## src/rtl/hdcpu_pkg.sv

```systemverilog
// Shared definitions for the bit-serial endpoint: ALU function codes,
// frame FSM states and register indices.
package hdcpu_pkg;

  localparam logic [3:0] S_SHIFT = 4'b1100;
  localparam logic [3:0] S_PASS  = 4'b1111;
  localparam logic [3:0] S_INC   = 4'b1001;

  typedef enum logic [1:0] {
    ST_IDLE,
    ST_SHIFT,
    ST_DONE
  } state_t;

  localparam logic [1:0] R0 = 2'd0;
  localparam logic [1:0] R1 = 2'd1;
  localparam logic [1:0] R2 = 2'd2;
  localparam logic [1:0] R3 = 2'd3;

endpackage

```

## src/rtl/endpoint_alu.sv

```systemverilog
// Combinational ALU for the endpoint: shift-left-through-carry, pass and
// increment. Carry-in pin is active-low.
module endpoint_alu
  import hdcpu_pkg::*;
#(
  parameter int WIDTH = 8
) (
  input  logic [WIDTH-1:0] a,
  input  logic [3:0]       s,
  input  logic             m,
  input  logic             cin,
  output logic [WIDTH-1:0] res,
  output logic             cout
);

  always_comb begin
    res  = a;
    cout = 1'b0;
    if (!m && s == S_SHIFT) begin
      {cout, res} = {a, ~cin};
    end else if (!m && s == S_INC) begin
      {cout, res} = {1'b0, a} + (WIDTH + 1)'(1);
    end else if (m && s == S_PASS) begin
      res  = a;
      cout = 1'b0;
    end
  end

endmodule

```

## src/rtl/serial_shift_endpoint.sv

```systemverilog
// Datapath partner of the bit-serial word transfer: R0..R3, C/Z flags and
// the frame tracker that turns shift beats into WIDTH-bit words.
module serial_shift_endpoint
  import hdcpu_pkg::*;
#(
  parameter int WIDTH = 8,
  parameter int CNT_W = 4
) (
  input  logic             T3,
  input  logic             CLR,
  input  logic [WIDTH-1:0] D_IN,
  input  logic             SBUS,
  input  logic             ABUS,
  input  logic             DRW,
  input  logic [1:0]       RD,
  input  logic [3:0]       S,
  input  logic             M,
  input  logic             CIN,
  input  logic             LDC,
  input  logic             LDZ,
  output logic [WIDTH-1:0] RD_VAL,
  output logic             C,
  output logic             Z,
  output logic [CNT_W-1:0] BIT_CNT,
  output logic             FRAME_DONE,
  output logic             FRAME_ERR
);

  // state    | meaning
  // ST_IDLE  | no frame open, waiting for the first beat
  // ST_SHIFT | frame open, 1..WIDTH-1 beats received on frame_rd
  // ST_DONE  | WIDTH beats received; FRAME_DONE high for this cycle

  localparam logic [CNT_W-1:0] CNT_LAST = CNT_W'(WIDTH - 1);
  localparam logic [CNT_W-1:0] CNT_ONE  = CNT_W'(1);

  logic [WIDTH-1:0] regs [4];
  logic [WIDTH-1:0] alu_res;
  logic             alu_cout;
  state_t           state;
  logic [1:0]       frame_rd;

  logic sbus_wr, alu_wr, conflict, shift_op, beat, any_wr, frame_break;

  endpoint_alu #(.WIDTH(WIDTH)) u_alu (
    .a    (regs[RD]),
    .s    (S),
    .m    (M),
    .cin  (CIN),
    .res  (alu_res),
    .cout (alu_cout)
  );

  assign RD_VAL   = regs[RD];
  assign sbus_wr  = SBUS & ~ABUS;
  assign alu_wr   = ABUS & DRW & ~SBUS;
  assign conflict = SBUS & ABUS;
  assign shift_op = (S == S_SHIFT) & ~M;
  assign beat     = alu_wr & shift_op;
  assign any_wr   = sbus_wr | alu_wr;
  // Anything other than a same-register beat breaks an open frame.
  assign frame_break = conflict | (any_wr & ~beat) | (beat & (RD != frame_rd));

  always_ff @(posedge T3) begin
    if (CLR) begin
      for (int i = 0; i < 4; i++) regs[i] <= '0;
      C <= 1'b0;
      Z <= 1'b0;
    end else begin
      if (sbus_wr) regs[RD] <= D_IN;
      else if (alu_wr) regs[RD] <= alu_res;
      // Flags follow the ALU only when the bus is not carrying switch data.
      if (!SBUS) begin
        if (LDC) C <= alu_cout;
        if (LDZ) Z <= (alu_res == '0);
      end
    end
  end

  always_ff @(posedge T3) begin
    if (CLR) begin
      state      <= ST_IDLE;
      BIT_CNT    <= '0;
      frame_rd   <= R0;
      FRAME_DONE <= 1'b0;
      FRAME_ERR  <= 1'b0;
    end else begin
      FRAME_DONE <= 1'b0;
      FRAME_ERR  <= 1'b0;
      case (state)
        ST_SHIFT: begin
          if (frame_break) begin
            FRAME_ERR <= 1'b1;
            state     <= ST_IDLE;
            BIT_CNT   <= '0;
          end else if (beat) begin
            BIT_CNT <= BIT_CNT + CNT_ONE;
            if (BIT_CNT == CNT_LAST) begin
              state      <= ST_DONE;
              FRAME_DONE <= 1'b1;
            end
          end
        end
        default: begin
          state   <= ST_IDLE;
          BIT_CNT <= '0;
          if (conflict) begin
            FRAME_ERR <= 1'b1;
          end else if (beat) begin
            state    <= ST_SHIFT;
            BIT_CNT  <= CNT_ONE;
            frame_rd <= RD;
          end
        end
      endcase
    end
  end

endmodule

```

## config.mk

```make
export PLATFORM = sky130hd
export DESIGN_NAME = serial_shift_endpoint
export DESIGN_NICKNAME = d
export VERILOG_FILES = /design/src/rtl/hdcpu_pkg.sv /design/src/rtl/endpoint_alu.sv /design/src/rtl/serial_shift_endpoint.sv
export SDC_FILE = /design/constraint.sdc
export NUM_CORES = 1
export LEC_CHECK = 0
export BUFFER_PORTS_ARGS = -buffer_cell sky130_fd_sc_hd__buf_4
export CAP_MARGIN = 10
export CORE_MARGIN = 1.5
export CORE_UTILIZATION = 35
export DETAILED_ROUTE_END_ITERATION = 16
export PLACE_DENSITY = 0.53
export SKIP_CTS_REPAIR_TIMING = 1
export SLEW_MARGIN = 20
export SYNTH_ARGS = -nofsm -noshare
export SYNTH_HDL_FRONTEND = slang
export SYNTH_SLANG_ARGS = --single-unit
```

## constraint.sdc

```tcl
create_clock -name T3 -period 4.58 [get_ports T3]
set_clock_uncertainty 0.15 [all_clocks]
set_input_delay 0.687 -clock T3 [delete_from_list [all_inputs] [get_ports T3]]
set_output_delay 0.687 -clock T3 [all_outputs]
set_load 0.01 [all_outputs]
```

==> impl_metrics.yaml <==
critical_path:
  worst_path_max_delay_cell: "mux4_1"
  reg2reg_slack_ns: 1.89
  path_cells: "buf_4 -> mux4_1 -> ha_1 -> and3b_1 -> and3_1 -> and3_1 -> a211oi_1 -> o21ai_1 -> nor2_1"
  cp_top_family: "simple AND/OR/NAND/NOR gates"
  rr_startpoint: "regs[1][0]"
  crit_start: "RD[0]"
  path_common_cell: "and3_1"
  endpoint_kind: "register"
  reg2reg_depth: 8
  worst-path-buf-inv: 1
  cp.required_ns: 4.58
  timing.rr.end: "regs[1][4]"
  critPathMaxFanout: 14
  critical_path_depth: 9
  arrival_ns: 3.04
  cpPeakStageDelay_ns: 0.71
  critical_path.startpoint_type: "primary input"
  cp-endpoint: "regs[1][4]"
  worstSetupPathType: "in -> reg"
detailed_routing:
  num_vias: 1809
  viasPerCell: 5.38
  ant_nets: 0
  drc: 5
  dr.pass1.iters: 10
  drt-total-wl_um: 5770
  wl_per_cell_um: 17.2
  initialDrtViolationCount: 103
synthesis:
  syn_inst: 220
  async_flop_share_pct: 0
  synth_fp_nets: 245
  syn_area_mm2: 0.00238
  synth_edf_count: 32
  avgSynthCellArea_um2: 10.8
  synth-seq-cells: 44
  ys.warnings.count: 0
  ys_seq_area_share_pct: 50.4
  synth_ff_type: "edfxtp_1"
  synth_cell_types: 54
outcome:
  status: "finished with violations"
  violations: "DRC"
power:
  p_leak_nw: 1.13
  clkPwrFrac_pct: 34.8
  power_w: 0.000859
  switching_share_pct: 23.9
  ir_worst_vdd_v: 0.000170
  power_frac_comb_pct: 13.6
  internal_power_w: 0.000654
  switchingPower_w: 0.000205
  power-per-cell-area_mw_per_mm2: 303
  sequentialPowerShare_pct: 51.6
sta:
  period_minus_slack_ns: 3.04
  tns_ns: 0
  slew-limit-headroom_pct: 32.9
  rsz0062_at_grt: "false"
  hold_viol: 0
  fmax_ghz: 0.329
  tightest_slew_ns: 1.00
  drv_slew: 0
  fin_crit_sh_pct: 66.3
  final-setup-viol-count: 0
job:
  max-cap-violations: 0
clock_network:
  clk_pin_slew_ns: 0.09
  cts_tree: "yes"
  cts_made_buffers: 5
  htree_levels: 2
  clk_path_buf_depth: 2
  cts_num_sinks: 44
  clock_latency_ns: 0.29
  cts_root_buf: "clkbuf_8"
floorplan:
  design.die.area_mm2: 0.00731
  die_w_um: 85.5
  num_rows: 29
  die_y_um: 85.5
  num_io_pins: 39
  start_util_pct: 36.9
  fp.coreArea_mm2: 0.00646
grt:
  use_met3_pct: 3.46
  grt_antenna_before_repair: 0
  grt-ovfl-total: 0
  grt_max_degree: 18
  grt_use_total_pct: 16.8
  use_met2_pct: 27.3
  gr-usage-met1_pct: 21.7
  grt_pass1_wl_um: 9230
  grt-busiest-layer: "met2"
  first_global_vias: 1804
place:
  portBuffers: 38
  dp_hpwl_um: 4300
  gp_congestion: 0.861
cells_and_area:
  final_nets: 283
  area_growth_pct: 19.1
  drive_gt1_share_pct: 23.6
  fillers: 616
  multi_input_area_mm2: 0.00109
  diodes: 0
  ff_latch_area_mm2: 0.00120
hold_path:
  hold_class: "reg -> reg"
placed cells by master, fill, tap and decap left out, drive strengths merged, types with 4 or more instances in the layout:
cell / instances
nor2: 40
buf: 39
edfxtp: 32
nand2: 15
dfxtp: 12
inv: 11
a21oi: 9
mux4: 8
o21ai: 8
nand2b: 6
clkbuf: 5
or3: 4
xor2: 4
nand4: 4
worst min path at each step:
| stage | slack [ns] | endpoint | from | cells past startpoint |
|---|---|---|---|---|
| 6_report | 0.33 | C | C | 2 |
| 3_3_place_gp | 0.31 | C | C | 2 |
| 3_5_place_dp | 0.32 | C | C | 2 |
| 2_1_floorplan | 0.33 | frame_rd[0] | frame_rd[0] | 2 |
| 5_1_grt | 0.37 | C | C | 2 |
| 4_1_cts | 0.33 | C | C | 2 |
registers in the layout, indices dropped and copies added, names as in the netlist:
register and flops:
regs 32, BIT_CNT 4, frame_rd 2, state 2, C 1, FRAME_DONE 1
FRAME_ERR 1, Z 1
Yosys cell counts (2+ instances only):
cell type	number	area (um^2)
a21o_1	3	22.5
mux4_2	5	113
ha_1	2	25.0
nand3_1	3	15.0
and3_1	2	12.5
nand2_1	13	48.8
o21bai_1	3	22.5
dfxtp_1	12	240
nor2b_1	3	18.8
mux2i_1	3	30.0
nand2_2	2	12.5
or2_2	2	12.5
nand4_1	3	18.8
o221ai_1	2	17.5
o311ai_1	2	17.5
o21ai_0	3	15.0
nor3_1	3	15.0
clkbuf_1	4	15.0
nor4_1	2	12.5
a31oi_1	2	12.5
and2_1	3	18.8
edfxtp_1	32	961
nor2_1	40	150
or3_1	4	25.0
xor2_1	4	35.0
o21ai_1	5	25.0
o31ai_1	2	15.0
nand3b_1	2	15.0
mux4_1	3	78.8
a21oi_1	9	45.0
o211ai_1	3	22.5
inv_1	10	37.5
a211o_1	3	26.3
nand2b_1	6	37.5
worst min-delay path, cell delays in order (launching register included):
cell and delay (ns):
dfxtp_1 0.31, o21ai_0 0.06, a21oi_1 0.06
final cells by class:
type                            instances  area share (%)
Multi-Input combinational cell        158            38.6
Tap cell                               77            3.40
Timing Repair Buffer                   39            10.3
Clock inverter                          3            1.63
Clock buffer                            5            2.43
Inverter                               10            1.32
Sequential cell                        44            42.3
metrics by stage:
| stage | area (um^2) | cells | utilization (%) | hold WS, ns | setup slack [ns] |
|---|---|---|---|---|---|
| floorplan | 2380 | 220 | - | 0.335 | 1.58 |
| global placement | 2720 | 328 | 42.1 | 0.313 | 1.35 |
| detailed placement | 2720 | 328 | 42.1 | 0.316 | 1.24 |
| CTS | 2840 | 336 | 43.9 | 0.329 | 1.54 |
| global route | 2840 | 336 | 43.9 | 0.365 | 1.41 |
| finish | 2840 | 336 | 43.9 | 0.326 | 1.54 |
routing by layer:
metal / vias up / part of all wire, %
met5: - / 0
met4: 0 / 2.4
met3: 11 / 4.2
met2: 37 / 49
met1: 863 / 45
li1: 898 / -
power groups by stage:
stage          Sequential [W]  Clock (W)  Combinational, W
4_1_cts              0.000443   0.000308          0.000117
6_report             0.000443   0.000299          0.000117
5_1_grt              0.000444   0.000325          0.000128
2_1_floorplan        0.000451          0         0.0000706
3_5_place_dp         0.000453          0          0.000117
3_3_place_gp         0.000452          0          0.000118
kinds of logic after synthesis:
logic type | after synthesis | synth area share [%]
AOI/OAI and AO/OA | 46 | 13.9
xor gates and xnor gates | 5 | 1.84
adders and majority gates | 2 | 1.05
buffers and inverters | 18 | 3.68
DFF | 44 | 50.4
muxes | 11 | 9.30
and+or+nand+nor | 94 | 19.8
Power figures use the tool's default switching activity.
